===== config.mk =====
export PLATFORM = sky130hd
export DESIGN_NAME = csr_exc_unit
export DESIGN_NICKNAME = d
export VERILOG_FILES = /design/src/rtl/csr_pkg.sv /design/src/rtl/csr_timer.sv /design/src/rtl/csr_exc_unit.sv
export SDC_FILE = /design/constraint.sdc
export NUM_CORES = 1
export LEC_CHECK = 0
export CAP_MARGIN = 0
export CORE_ASPECT_RATIO = 0.75
export CORE_MARGIN = 5
export CORE_UTILIZATION = 60
export CTS_CLUSTER_DIAMETER = 30
export DETAILED_ROUTE_END_ITERATION = 8
export PLACE_DENSITY = 0.87
export RECOVER_POWER = 25
export SLEW_MARGIN = 20
export SYNTH_ARGS = -nofsm -noshare
export SYNTH_HDL_FRONTEND = slang
export SYNTH_SLANG_ARGS = --single-unit

===== constraint.sdc =====
create_clock -name clk -period 29.2 [get_ports clk]
set_input_delay 5.84 -clock clk [delete_from_list [all_inputs] [get_ports clk]]
set_output_delay 5.84 -clock clk [all_outputs]
set_load 0.01 [all_outputs]

===== src/rtl/csr_pkg.sv =====
// Shared CSR addresses, field positions, write masks and exception codes
// for the CSR/exception unit and its timer.
package csr_pkg;

   localparam int unsigned CSR_AW = 14;

   localparam logic [CSR_AW-1:0] CSR_CRMD   = 14'h000;
   localparam logic [CSR_AW-1:0] CSR_PRMD   = 14'h001;
   localparam logic [CSR_AW-1:0] CSR_ECFG   = 14'h004;
   localparam logic [CSR_AW-1:0] CSR_ESTAT  = 14'h005;
   localparam logic [CSR_AW-1:0] CSR_ERA    = 14'h006;
   localparam logic [CSR_AW-1:0] CSR_BADV   = 14'h007;
   localparam logic [CSR_AW-1:0] CSR_EENTRY = 14'h00C;
   localparam logic [CSR_AW-1:0] CSR_SAVE0  = 14'h030;
   localparam logic [CSR_AW-1:0] CSR_SAVE1  = 14'h031;
   localparam logic [CSR_AW-1:0] CSR_SAVE2  = 14'h032;
   localparam logic [CSR_AW-1:0] CSR_SAVE3  = 14'h033;
   localparam logic [CSR_AW-1:0] CSR_TID    = 14'h040;
   localparam logic [CSR_AW-1:0] CSR_TCFG   = 14'h041;
   localparam logic [CSR_AW-1:0] CSR_TVAL   = 14'h042;
   localparam logic [CSR_AW-1:0] CSR_TICLR  = 14'h044;

   localparam int unsigned CRMD_PLV       = 0;
   localparam int unsigned CRMD_IE        = 2;
   localparam int unsigned PRMD_PPLV      = 0;
   localparam int unsigned PRMD_PIE       = 2;
   localparam int unsigned ESTAT_IS_HI    = 12;
   localparam int unsigned ESTAT_ECODE_LO = 16;
   localparam int unsigned ESTAT_ESUB_LO  = 22;
   localparam int unsigned IS_HW_LO       = 2;
   localparam int unsigned IS_TI          = 11;
   localparam int unsigned IS_IPI         = 12;
   localparam int unsigned TCFG_EN        = 0;
   localparam int unsigned TCFG_PERIODIC  = 1;

   // Software-writable bits of each register; everything else is held or read-only.
   localparam logic [31:0] CRMD_WMASK   = 32'h0000_001F;
   localparam logic [31:0] PRMD_WMASK   = 32'h0000_0007;
   localparam logic [31:0] ECFG_WMASK   = 32'h0000_1BFF;
   localparam logic [31:0] ESTAT_WMASK  = 32'h0000_0003;
   localparam logic [31:0] EENTRY_WMASK = 32'hFFFF_FFC0;
   localparam logic [31:0] FULL_WMASK   = 32'hFFFF_FFFF;

   localparam logic [5:0] ECODE_INT  = 6'h00;
   localparam logic [5:0] ECODE_ADEF = 6'h08;
   localparam logic [5:0] ECODE_ALE  = 6'h09;
   localparam logic [5:0] ECODE_SYS  = 6'h0B;
   localparam logic [5:0] ECODE_BRK  = 6'h0C;
   localparam logic [5:0] ECODE_INE  = 6'h0D;

   function automatic logic [31:0] csr_merge(input logic [31:0] old_v,
                                             input logic [31:0] wv,
                                             input logic [31:0] wm,
                                             input logic [31:0] field);
      return (old_v & ~(wm & field)) | (wv & wm & field);
   endfunction

endpackage


===== src/rtl/csr_timer.sv =====
// Stable timer: TCFG/TVAL countdown with periodic or one-shot expiry,
// timer-interrupt flag with TICLR clear, and the free-running 64-bit counter.
module csr_timer
   import csr_pkg::*;
(
   input  logic        clk,
   input  logic        rst,
   input  logic        tcfg_we,
   input  logic        ticlr,
   input  logic [31:0] wvalue,
   input  logic [31:0] wmask,
   output logic [31:0] tcfg,
   output logic [31:0] tval,
   output logic        timer_int,
   output logic [63:0] timer_64
);

   logic [31:0] tcfg_q, tcfg_d;
   logic [31:0] tval_q, tval_d;
   logic        ti_q, ti_d;
   logic [63:0] cnt_q, cnt_d;

   // Clear first so a same-cycle expiry set takes precedence over TICLR.
   always_comb begin
      tcfg_d = tcfg_q;
      tval_d = tval_q;
      ti_d   = ti_q;
      cnt_d  = cnt_q + 64'd1;
      if (ticlr) ti_d = 1'b0;
      if (tcfg_we) begin
         tcfg_d = csr_merge(tcfg_q, wvalue, wmask, FULL_WMASK);
         tval_d = {tcfg_d[31:2], 2'b00};
      end else if (tcfg_q[TCFG_EN]) begin
         if (tval_q == 32'h0) begin
            ti_d   = 1'b1;
            tval_d = tcfg_q[TCFG_PERIODIC] ? {tcfg_q[31:2], 2'b00} : 32'hFFFF_FFFF;
         end else if (tval_q != 32'hFFFF_FFFF) begin
            tval_d = tval_q - 32'd1;
         end
      end
   end

   always_ff @(posedge clk or posedge rst) begin
      if (rst) begin
         tcfg_q <= 32'h0;
         tval_q <= 32'hFFFF_FFFF;
         ti_q   <= 1'b0;
         cnt_q  <= 64'h0;
      end else begin
         tcfg_q <= tcfg_d;
         tval_q <= tval_d;
         ti_q   <= ti_d;
         cnt_q  <= cnt_d;
      end
   end

   assign tcfg      = tcfg_q;
   assign tval      = tval_q;
   assign timer_int = ti_q;
   assign timer_64  = cnt_q;

endmodule


===== src/rtl/csr_exc_unit.sv =====
// CSR register file and exception/ertn commit endpoint: CSR accesses,
// exception state capture, same-cycle redirect target and interrupt pending.
module csr_exc_unit
   import csr_pkg::*;
#(
   parameter logic [31:0] TID_INIT   = 32'h0,
   parameter logic [31:0] EENTRY_RST = 32'h0
) (
   input  logic        clk,
   input  logic        rst,
   input  logic [13:0] csr_num,
   output logic [31:0] csr_rvalue,
   input  logic        csr_we,
   input  logic [31:0] csr_wmask,
   input  logic [31:0] csr_wvalue,
   input  logic        exception_submit,
   input  logic [5:0]  ecode_submit,
   input  logic [8:0]  esubcode_submit,
   input  logic [31:0] exception_pc_submit,
   input  logic [31:0] exception_maddr_submit,
   input  logic        ertn_submit,
   input  logic [7:0]  hw_int_in,
   input  logic        ipi_int_in,
   output logic        redirect_valid,
   output logic [31:0] redirect_pc,
   output logic        has_int,
   output logic [31:0] csr_tid,
   output logic [63:0] timer_64
);

   logic [31:0] crmd_q, crmd_d, prmd_q, prmd_d, ecfg_q, ecfg_d;
   logic [31:0] estat_q, estat_d, era_q, era_d, badv_q, badv_d;
   logic [31:0] eentry_q, eentry_d, tid_q, tid_d;
   logic [3:0][31:0] save_q, save_d;
   logic [31:0] tcfg, tval, estat_rd;
   logic        timer_int, wr_en, tcfg_we, ticlr;

   // An exception in the same cycle suppresses any CSR write.
   assign wr_en   = csr_we & ~exception_submit;
   assign tcfg_we = wr_en && (csr_num == CSR_TCFG);
   assign ticlr   = wr_en && (csr_num == CSR_TICLR) && csr_wvalue[0] && csr_wmask[0];

   csr_timer u_timer (
      .clk       (clk),
      .rst       (rst),
      .tcfg_we   (tcfg_we),
      .ticlr     (ticlr),
      .wvalue    (csr_wvalue),
      .wmask     (csr_wmask),
      .tcfg      (tcfg),
      .tval      (tval),
      .timer_int (timer_int),
      .timer_64  (timer_64)
   );

   always_comb begin
      crmd_d   = crmd_q;
      prmd_d   = prmd_q;
      ecfg_d   = ecfg_q;
      estat_d  = estat_q;
      era_d    = era_q;
      badv_d   = badv_q;
      eentry_d = eentry_q;
      tid_d    = tid_q;
      save_d   = save_q;
      if (wr_en) begin
         case (csr_num)
            CSR_CRMD:   crmd_d   = csr_merge(crmd_q, csr_wvalue, csr_wmask, CRMD_WMASK);
            CSR_PRMD:   prmd_d   = csr_merge(prmd_q, csr_wvalue, csr_wmask, PRMD_WMASK);
            CSR_ECFG:   ecfg_d   = csr_merge(ecfg_q, csr_wvalue, csr_wmask, ECFG_WMASK);
            CSR_ESTAT:  estat_d  = csr_merge(estat_q, csr_wvalue, csr_wmask, ESTAT_WMASK);
            CSR_ERA:    era_d    = csr_merge(era_q, csr_wvalue, csr_wmask, FULL_WMASK);
            CSR_BADV:   badv_d   = csr_merge(badv_q, csr_wvalue, csr_wmask, FULL_WMASK);
            CSR_EENTRY: eentry_d = csr_merge(eentry_q, csr_wvalue, csr_wmask, EENTRY_WMASK);
            CSR_TID:    tid_d    = csr_merge(tid_q, csr_wvalue, csr_wmask, FULL_WMASK);
            CSR_SAVE0, CSR_SAVE1, CSR_SAVE2, CSR_SAVE3:
               save_d[csr_num[1:0]] = csr_merge(save_q[csr_num[1:0]], csr_wvalue,
                                                csr_wmask, FULL_WMASK);
            default: ;
         endcase
      end
      estat_d[IS_HW_LO +: 8] = hw_int_in;
      estat_d[IS_IPI]        = ipi_int_in;
      if (exception_submit) begin
         prmd_d[PRMD_PPLV +: 2]         = crmd_q[CRMD_PLV +: 2];
         prmd_d[PRMD_PIE]               = crmd_q[CRMD_IE];
         crmd_d[CRMD_PLV +: 2]          = 2'b00;
         crmd_d[CRMD_IE]                = 1'b0;
         era_d                          = exception_pc_submit;
         estat_d[ESTAT_ECODE_LO +: 6]   = ecode_submit;
         estat_d[ESTAT_ESUB_LO +: 9]    = esubcode_submit;
         if (ecode_submit == ECODE_ADEF)     badv_d = exception_pc_submit;
         else if (ecode_submit == ECODE_ALE) badv_d = exception_maddr_submit;
      end else if (ertn_submit) begin
         crmd_d[CRMD_PLV +: 2] = prmd_q[PRMD_PPLV +: 2];
         crmd_d[CRMD_IE]       = prmd_q[PRMD_PIE];
      end
   end

   always_ff @(posedge clk or posedge rst) begin
      if (rst) begin
         crmd_q   <= 32'h0000_0008;
         prmd_q   <= 32'h0;
         ecfg_q   <= 32'h0;
         estat_q  <= 32'h0;
         era_q    <= 32'h0;
         badv_q   <= 32'h0;
         eentry_q <= EENTRY_RST;
         tid_q    <= TID_INIT;
         save_q   <= '0;
      end else begin
         crmd_q   <= crmd_d;
         prmd_q   <= prmd_d;
         ecfg_q   <= ecfg_d;
         estat_q  <= estat_d;
         era_q    <= era_d;
         badv_q   <= badv_d;
         eentry_q <= eentry_d;
         tid_q    <= tid_d;
         save_q   <= save_d;
      end
   end

   // The timer interrupt flag lives in the timer; splice it into ESTAT.IS[11].
   assign estat_rd = {estat_q[31:IS_TI+1], timer_int, estat_q[IS_TI-1:0]};

   always_comb begin
      csr_rvalue = 32'h0;
      case (csr_num)
         CSR_CRMD:   csr_rvalue = crmd_q;
         CSR_PRMD:   csr_rvalue = prmd_q;
         CSR_ECFG:   csr_rvalue = ecfg_q;
         CSR_ESTAT:  csr_rvalue = estat_rd;
         CSR_ERA:    csr_rvalue = era_q;
         CSR_BADV:   csr_rvalue = badv_q;
         CSR_EENTRY: csr_rvalue = eentry_q;
         CSR_SAVE0, CSR_SAVE1, CSR_SAVE2, CSR_SAVE3:
                     csr_rvalue = save_q[csr_num[1:0]];
         CSR_TID:    csr_rvalue = tid_q;
         CSR_TCFG:   csr_rvalue = tcfg;
         CSR_TVAL:   csr_rvalue = tval;
         default:    csr_rvalue = 32'h0;
      endcase
   end

   assign has_int        = (|(estat_rd[ESTAT_IS_HI:0] & ecfg_q[ESTAT_IS_HI:0])) & crmd_q[CRMD_IE];
   assign redirect_valid = exception_submit | ertn_submit;
   assign redirect_pc    = exception_submit ? eentry_q : era_q;
   assign csr_tid        = tid_q;

endmodule


-- Word-level counts from Yosys, hierarchy flattened
Cells that the tools add are included.
- div/mod/pow operators: 0
- shifts and indexed selects: 0
- add/sub/neg operators: 2
- equality and inequality tests: 17
- $mul: 0
- multiplexer cells: 34
- bitwise operators: 32
- reduce and logical (&&, ||, !) cells: 29
- $lt $le $gt $ge: 2
- operators by type and width (cell ; number):
    $mux W32 ; 16
    $and A32 B32 Y32 ; 11
    $pmux W32 S11 ; 1
    $or A32 B32 Y32 ; 6
    $bwmux W128 ; 1
    $add A64 B1 Y64 const B ; 1
    $bmux W32 S2 ; 1
    $demux W32 S2 ; 1
    $not A32 Y32 ; 2
    $mux W31 ; 2
    $eq A14 B3 Y1 const B ; 4
    $eq A14 B6 Y1 const B ; 4
    $eq A14 B7 Y1 const B ; 4
    $logic_not A32 Y1 ; 1
    $ne A32 B32 Y1 const B ; 1
    $not A13 Y32 ; 1
    $not A2 Y32 ; 1
    $not A3 Y32 ; 1
    $not A5 Y32 ; 1
    $or A32 B13 Y32 ; 1
    $or A32 B2 Y32 ; 1
    $or A32 B3 Y32 ; 1
    $or A32 B5 Y32 ; 1
    $sub A32 B1 Y32 const B ; 1
    other kinds (19) ; 51
- memories: 0
- RAM bits: 0
- bits in registers: 513
- latch bits: 0
- output and inout port bits: 162
- logic and storage cells: 136
- ROM bits: 0

-- Depth between registers and ports, before layout
Gate-level depths: netlist of the first run.
- depth in word-level cells: 9
- gate-level depth with buffers: 10
- depth with buffers taken out: 8

-- Cells and area by module
A second synthesis of the first run with hierarchy kept.
- cell total of the unflattened synthesis: 2304
- area, all modules: 23118.4 um^2
- modules (own cells, without submodules) (module ; area each (um^2) ; cells an instance ; sequential area each (um^2) ; times used):
    csr_exc_unit ; 15969.1 ; 1591 ; 7408.4 ; 1
    csr_timer ; 7149.4 ; 713 ; 3268.1 ; 1

-- Worst setup path before layout of the first run
Ideal clock, no wire load.
- kind: in2out
- start: input csr_num[6]
- end: output csr_rvalue[10]
- data required time: 23.360 ns
- arrival time: 7.710 ns
- stages: 6
- path buffers: 2
- slack: 15.650 ns
- path through: buf_2 -> or4b_2 -> nor4_2 -> clkbuf_1 -> a22oi_1 -> nand3_1
- cells in the longest elaborated chain, start to end: 3
- elaborated cells on any way between the ends: 16
- those cells by class: eq/ne (13); mux (1); reduce/logical (2)
- ends and longest elaborated chain (element ; RTL line ; text):
    from (decl) ; csr_exc_unit.sv:11 ; input logic [13:0] csr_num,
    $eq A14 B6 Y1 ; csr_exc_unit.sv:129 ; case (csr_num)
    $reduce_or A4 Y1 ; csr_exc_unit.sv:129 ;
    $pmux W32 S11 (*) ; csr_exc_unit.sv:129 ;
    to (decl) ; csr_exc_unit.sv:12 ; output logic [31:0] csr_rvalue,
Every way passes the cells marked *; elsewhere a longest branch is shown, timed or not.

-- Worst setup path after layout of the first run
- start: input exception_submit
- end: output redirect_pc[8]
- cells in the longest elaborated chain, start to end: 1
- ends and longest elaborated chain (element ; RTL line ; text):
    from (decl) ; csr_exc_unit.sv:16 ; input logic exception_submit,
    $mux W32 ; csr_exc_unit.sv:148 ; assign redirect_pc = exception_submit ? eentry_q : era_q;
    to (decl) ; csr_exc_unit.sv:25 ; output logic [31:0] redirect_pc,
No other way between the ends.

==> flow_summary.toml, run 1 <==
[clock_tree]
root_buffer = "clkbuf_16"
clk_pin_slew_ps = 60
cts_sinks = 425
cts_repair_resize_count = 0
clk_latency_ps = 600
cts_made_buffers = 79
ctsHoldBuffers = 0
post-cts-setup-buffers = 0
htreeDepth = 3
cts_tree = "built"
clockBufferDepth = 3

[synth]
synth_edf_count = 0
dominantRegCellSynth = "dfrtp_1"
syn_inst = 2281
seq_area_frac_synth_pct = 47.1
yosys_warnings = 0
ys_seq_elements = 425
synth_fa_ha_area_share_pct = 0.221
netlist_area_um2 = 22700
async_flop_share_pct = 100
synthesis.nets = 2456
muxShareOfSynthArea_pct = 12.7
avgSynthCellArea_um2 = 9.93
synth_top_family_by_area = "compound AO/OA/AOI/OAI gates"
synth_compound_area_share_pct = 17.2
synthXorXnorAreaFrac_pct = 2.63
ys_types = 76
synth_simple_gate_area_share_pct = 16.0

[setup_path]
cp_top_family = "buffers and inverters"
crit_path_start_kind = "input pin"
crit_path_end_kind = "output pin"
cp_max_fo = 65
worstSetupStartpoint = "exception_submit"
worst_path_largest_cell_delay_ps = 2570
worst_path_max_delay_cell = "clkbuf_1"
reg2reg_from = "u_timer.timer_64[2]"
worst-setup-path-type = "input pin to output pin"
cp_num_buf_inv = 3
crit_arrival_ps = 11830
crit_chain = "clkbuf_1 > clkbuf_1 > mux2_2 > clkdlybuf4s50_1"
reg2regPathDepth = 6
crit_required_ps = 23360
crit_top_cell = "clkbuf_1"
endpoint = "redirect_pc[8]"
path_depth = 4
r2r_slack_ps = 25760
rr_endpoint = "u_timer.timer_64[54]"

[global_routing]
antenna_found_initial = 2
grt_max_degree = 138
grt_pass1_vias = 22700
grt_pass1_wl_um = 128000
grt_util_all_layers_pct = 39.4
gr-total-overflow = 0

[final_layout]
layout_commonest_cell = "dfrtp_1"
finish.instance_area_um2 = 29200
final_nets = 2716
area_delta_synth_final_pct = 28.8
final_cell_mix = "dfrtp_1 (392), clkdlybuf4s50_1 (288), nor2_1 (233), a21oi_1 (201), nand2_1 (169)"
layout-drive-gt1-share_pct = 15.9

[power_and_ir_drop]
p_per_area_nw_per_um2 = 60.7
ir_worst_vdd_uv = 48.0
p_leak_nw = 12.4

[drt]
drt_iter0_markers = 3471
drt_wl_total_um = 84100
drt-wirelength-per-cell_um = 27.0
route.detailed.drc = 11
vias = 22200
dr.pass1.iters = 9
postRouteAntennaNets = 0
via_per_inst = 7.13

[floorplan]
die_area_um2 = 41800
fp.dieH_um = 178
core_area_um2 = 37200
rows = 61
fp.dieW_um = 234
start_util_pct = 61.0
ios = 333

[sta]
worstMarginPinSlew_ps = 6070
maxSlewHeadroom_pct = -307
hold_slack_ps = 489
fmax_mhz = 56.6
setup_tns_ps = 0
fin_crit_sh_pct = 60.5
rsz0062_at_grt = "no"
hold_viol_final = 0
setup-violations-final = 0
clock_skew_ps = 22.9
drv_slew = 266
period_minus_slack_ps = 17670

[flow_run]
max_cap_violations = 3

[run_status]
outcome = "finished with violations"
violations = "design-rule violations, max-capacitance violations, max-slew violations"

[place]
port_buffers = 332
dp_hpwl_um = 53500
place_area_um2 = 26200
gp_congestion = 0.988

[hold_path]
hp-class = "flip-flop to flip-flop"
[cell type report]
cell class,instances,area [um2]
Fill cell,2161,7980
Clock inverter,60,881
Inverter,47,178
Tap cell,504,631
Sequential cell,425,10700
Multi-Input combinational cell,1619,11100
Clock buffer,86,2080
Timing Repair Buffer,369,3600
Antenna cell,2,5.00
[Yosys cell counts (10+ instances only)]
library cell,n,area [um2]
buf_1,15,56.3
o22ai_1,13,81.3
a31oi_1,38,238
dfstp_2,33,867
nor2b_1,13,81.3
buf_2,32,160
and3_1,18,113
inv_1,47,176
xor2_1,21,184
o211ai_1,11,82.6
a211oi_1,32,240
clkbuf_1,138,518
xnor2_1,47,412
a222oi_1,45,450
nor2_1,236,886
mux2i_1,66,661
mux2_2,128,1440
and4_1,11,96.3
a21boi_0,24,180
a21oi_1,201,1010
a22oi_1,49,368
nand3_1,96,480
nor3_1,16,80.1
nand2_1,169,634
o21ai_0,84,420
dfrtp_1,392,9810
o31ai_1,10,75.1
mux4_2,34,766
or3_1,11,68.8
a311oi_1,27,236
a221oi_1,10,87.6
nand4_1,75,469
nor4_1,12,75.1
[report_power, final]
part	switching (mW)	leakage (nW)	total, mW	internal, mW
clock network	0.339	1.42	1.03	0.688
logic	0.0684	5.41	0.121	0.0523
registers	0.0136	5.60	0.623	0.609
total	0.421	12.4	1.77	1.35
[stage by stage]
| step | std cells | setup slack (ps) | total power [mW] | utilization (%) |
|---|---|---|---|---|
| after floorplan | 2281 | 11580 | 0.689 | - |
| after global placement | 2962 | 13580 | 0.742 | 70.5 |
| after detailed placement | 2962 | 13360 | 0.746 | 70.5 |
| after CTS | 3108 | 13260 | 1.77 | 78.4 |
| after global routing | 3112 | 11410 | 1.81 | 78.5 |
| final | 3112 | 11530 | 1.77 | 78.5 |
[layer usage]
metal,track usage [%],wire (um),vias up
li1,-,-,9048
met1,51.4,30000,10700
met2,59.1,37300,1975
met3,12.1,11900,482
met4,21.5,4990,0
met5,0.841,0,-
[cells by family after synthesis]
logic type               count (synthesis)
XOR/XNOR                                68
AO/OA/AOI/OAI                          594
multiplexers                           228
AND/OR/NAND/NOR                        725
adder cells (fa/ha/maj)                  4
buffers and inverters                  237
flip-flops                             425
[worst min-delay path by stage]
stage,from,end,slack (ps),depth (start not counted)
6_report,u_timer.timer_64[47],u_timer.timer_64[47],490,1
5_1_grt,flip-flop,flip-flop,510,1
4_1_cts,u_timer.timer_64[47],u_timer.timer_64[47],490,1
3_5_place_dp,u_timer.timer_64[44],u_timer.timer_64[44],480,1
3_3_place_gp,u_timer.timer_64[63],u_timer.timer_64[63],460,1
2_1_floorplan,crmd_q[2],crmd_q[2],450,2
(Power assumes the default switching activity.)
==> run 2, diff against run 1 <==
CORE_UTILIZATION = 55   (was 60)
PLACE_DENSITY = 0.81   (was 0.87)
clock period = 17.6 ns   (was 29.2 ns; I/O delays follow)
==> run 2 against run 1 <==
Net effect:
- the run ends with max-capacitance violations, max-slew violations left
- clock power grew 56%
- core utilization fell by 7.2 points
- non-clock buffer count is 2 lower
- via count shrank 2.5%
- global-route usage shrank 4.0 points
- final area fell by 0.39%
- critical path depth rose by 4
- sequential share of layout area is 0.14 points higher
- first-iteration DRC count down 16%
- routed wire length fell by 1.9%
- largest power group unchanged
==> flow_summary.toml, run 2 (synthesized netlist as in run 1, its figures left out) <==
[setup_path]
r2r_slack_ps = 13770
crit_required_ps = 14080
worstSetupStartpoint = "csr_num[6]"
crit_path_end_kind = "output pin"
crit_arrival_ps = 7730
cp_top_family = "simple AND/OR/NAND/NOR gates"
rr_endpoint = "u_timer.timer_64[54]"
cp_max_fo = 40
worst_path_largest_cell_delay_ps = 920
cp_num_buf_inv = 3
path_depth = 8
reg2regPathDepth = 8
worst_path_max_delay_cell = "nor3_4"
worst-setup-path-type = "input pin to output pin"
crit_path_start_kind = "input pin"
crit_chain = "clkdlybuf4s50_1 > nor4_1 > nand2_1 > nor3_4 > buf_4 > a222oi_1 > nand3_1 > clkdlybuf4s50_1"
reg2reg_from = "u_timer.timer_64[1]"
crit_top_cell = "clkdlybuf4s50_1"
endpoint = "csr_rvalue[29]"

[sta]
clock_skew_ps = 23.8
hold_viol_final = 0
fmax_mhz = 88.9
setup_tns_ps = 0
rsz0062_at_grt = "no"
drv_slew = 322
maxSlewHeadroom_pct = -189
fin_crit_sh_pct = 63.9
worstMarginPinSlew_ps = 4340
period_minus_slack_ps = 11250
setup-violations-final = 0

[floorplan]
die_area_um2 = 45400
fp.dieH_um = 186
fp.dieW_um = 244
ios = 333
core_area_um2 = 40800
start_util_pct = 55.6
rows = 64

[global_routing]
met2_usage_pct = 55.2
grt_busiest_layer = "met2"
gr-total-overflow = 0
antenna_found_initial = 2
grt_max_degree = 170
grt_util_all_layers_pct = 35.3
grtUsageMet3_pct = 9.78
grtUsageMet1_pct = 46.5
grt_pass1_wl_um = 126000
grt_pass1_vias = 21800

[drt]
drt_iter0_markers = 2901
drt_wl_total_um = 82500
via_per_inst = 6.89
dr.pass1.iters = 8
vias = 21600
drt-wirelength-per-cell_um = 26.3
route.detailed.drc = 0
postRouteAntennaNets = 0

[clock_tree]
cts_repair_resize_count = 0
cts_made_buffers = 82
post-cts-setup-buffers = 0
ctsHoldBuffers = 0
clk_latency_ps = 610
clk_pin_slew_ps = 40
htreeDepth = 3
cts_tree = "built"
cts_sinks = 425
clockBufferDepth = 3
root_buffer = "clkbuf_16"

[final_layout]
layout-drive-gt1-share_pct = 15.8
layout_commonest_cell = "dfrtp_1"
fin_cells = 3139
final_cell_mix = "dfrtp_1 (392), clkdlybuf4s50_1 (318), nor2_1 (233), a21oi_1 (200), nand2_1 (169)"
area_delta_synth_final_pct = 28.3
final_nets = 2717

[hold_path]
hp-class = "flip-flop to flip-flop"

[flow_run]
max_cap_violations = 4

[place]
gp_congestion = 0.948
place_inst = 2986
dp_hpwl_um = 52800
port_buffers = 332

[power_and_ir_drop]
p_leak_nw = 12.2
ir_worst_vdd_uv = 69.1
p_per_area_nw_per_um2 = 97.6

[run_status]
violations = "max-capacitance violations, max-slew violations"
outcome = "finished with violations"
run 2: worst min path at each step:
stage	cells past startpoint	to	slack (ps)	start
5_1_grt	1	u_timer.timer_64[30]	500	u_timer.timer_64[30]
3_3_place_gp	1	u_timer.timer_64[63]	460	u_timer.timer_64[63]
2_1_floorplan	2	crmd_q[2]	450	crmd_q[2]
4_1_cts	1	u_timer.timer_64[63]	470	u_timer.timer_64[63]
6_report	1	u_timer.timer_64[63]	470	u_timer.timer_64[63]
3_5_place_dp	1	u_timer.timer_64[63]	460	u_timer.timer_64[63]
run 2: cell type report:
cell class / instances / area (um2)
Antenna cell: 1 / 2.50
Clock buffer: 104 / 2330
Clock inverter: 48 / 524
Fill cell: 2808 / 11700
Inverter: 47 / 178
Multi-Input combinational cell: 1619 / 11100
Sequential cell: 425 / 10700
Tap cell: 528 / 661
Timing Repair Buffer: 367 / 3560
run 2: where the power goes:
| group | leakage, nW | switching, mW | internal (mW) |
|---|---|---|---|
| Sequential | 5.60 | 0.0204 | 1.01 |
| Clock | 1.37 | 0.569 | 1.04 |
| Combinational | 5.28 | 0.111 | 0.0859 |
| Total | 12.2 | 0.701 | 2.14 |
run 2: through the flow:
step | worst slack, ps | hold slack (ps) | power, mW | util [%] | area [um2]
2_1_floorplan | 2300 | 450 | 1.14 | - | 22700
3_3_place_gp | 6630 | 458 | 1.23 | 64.4 | 26200
3_5_place_dp | 6540 | 458 | 1.24 | 64.4 | 26200
4_1_cts | 6530 | 474 | 2.84 | 71.4 | 29100
5_1_grt | 6180 | 497 | 2.91 | 71.3 | 29100
6_report | 6350 | 473 | 2.84 | 71.3 | 29100
run 2: layer usage:
layer	up-vias	routed length (um)
met5	-	15
met4	2	4010
met3	328	10300
met2	1633	37100
met1	10600	31100
li1	9068	-
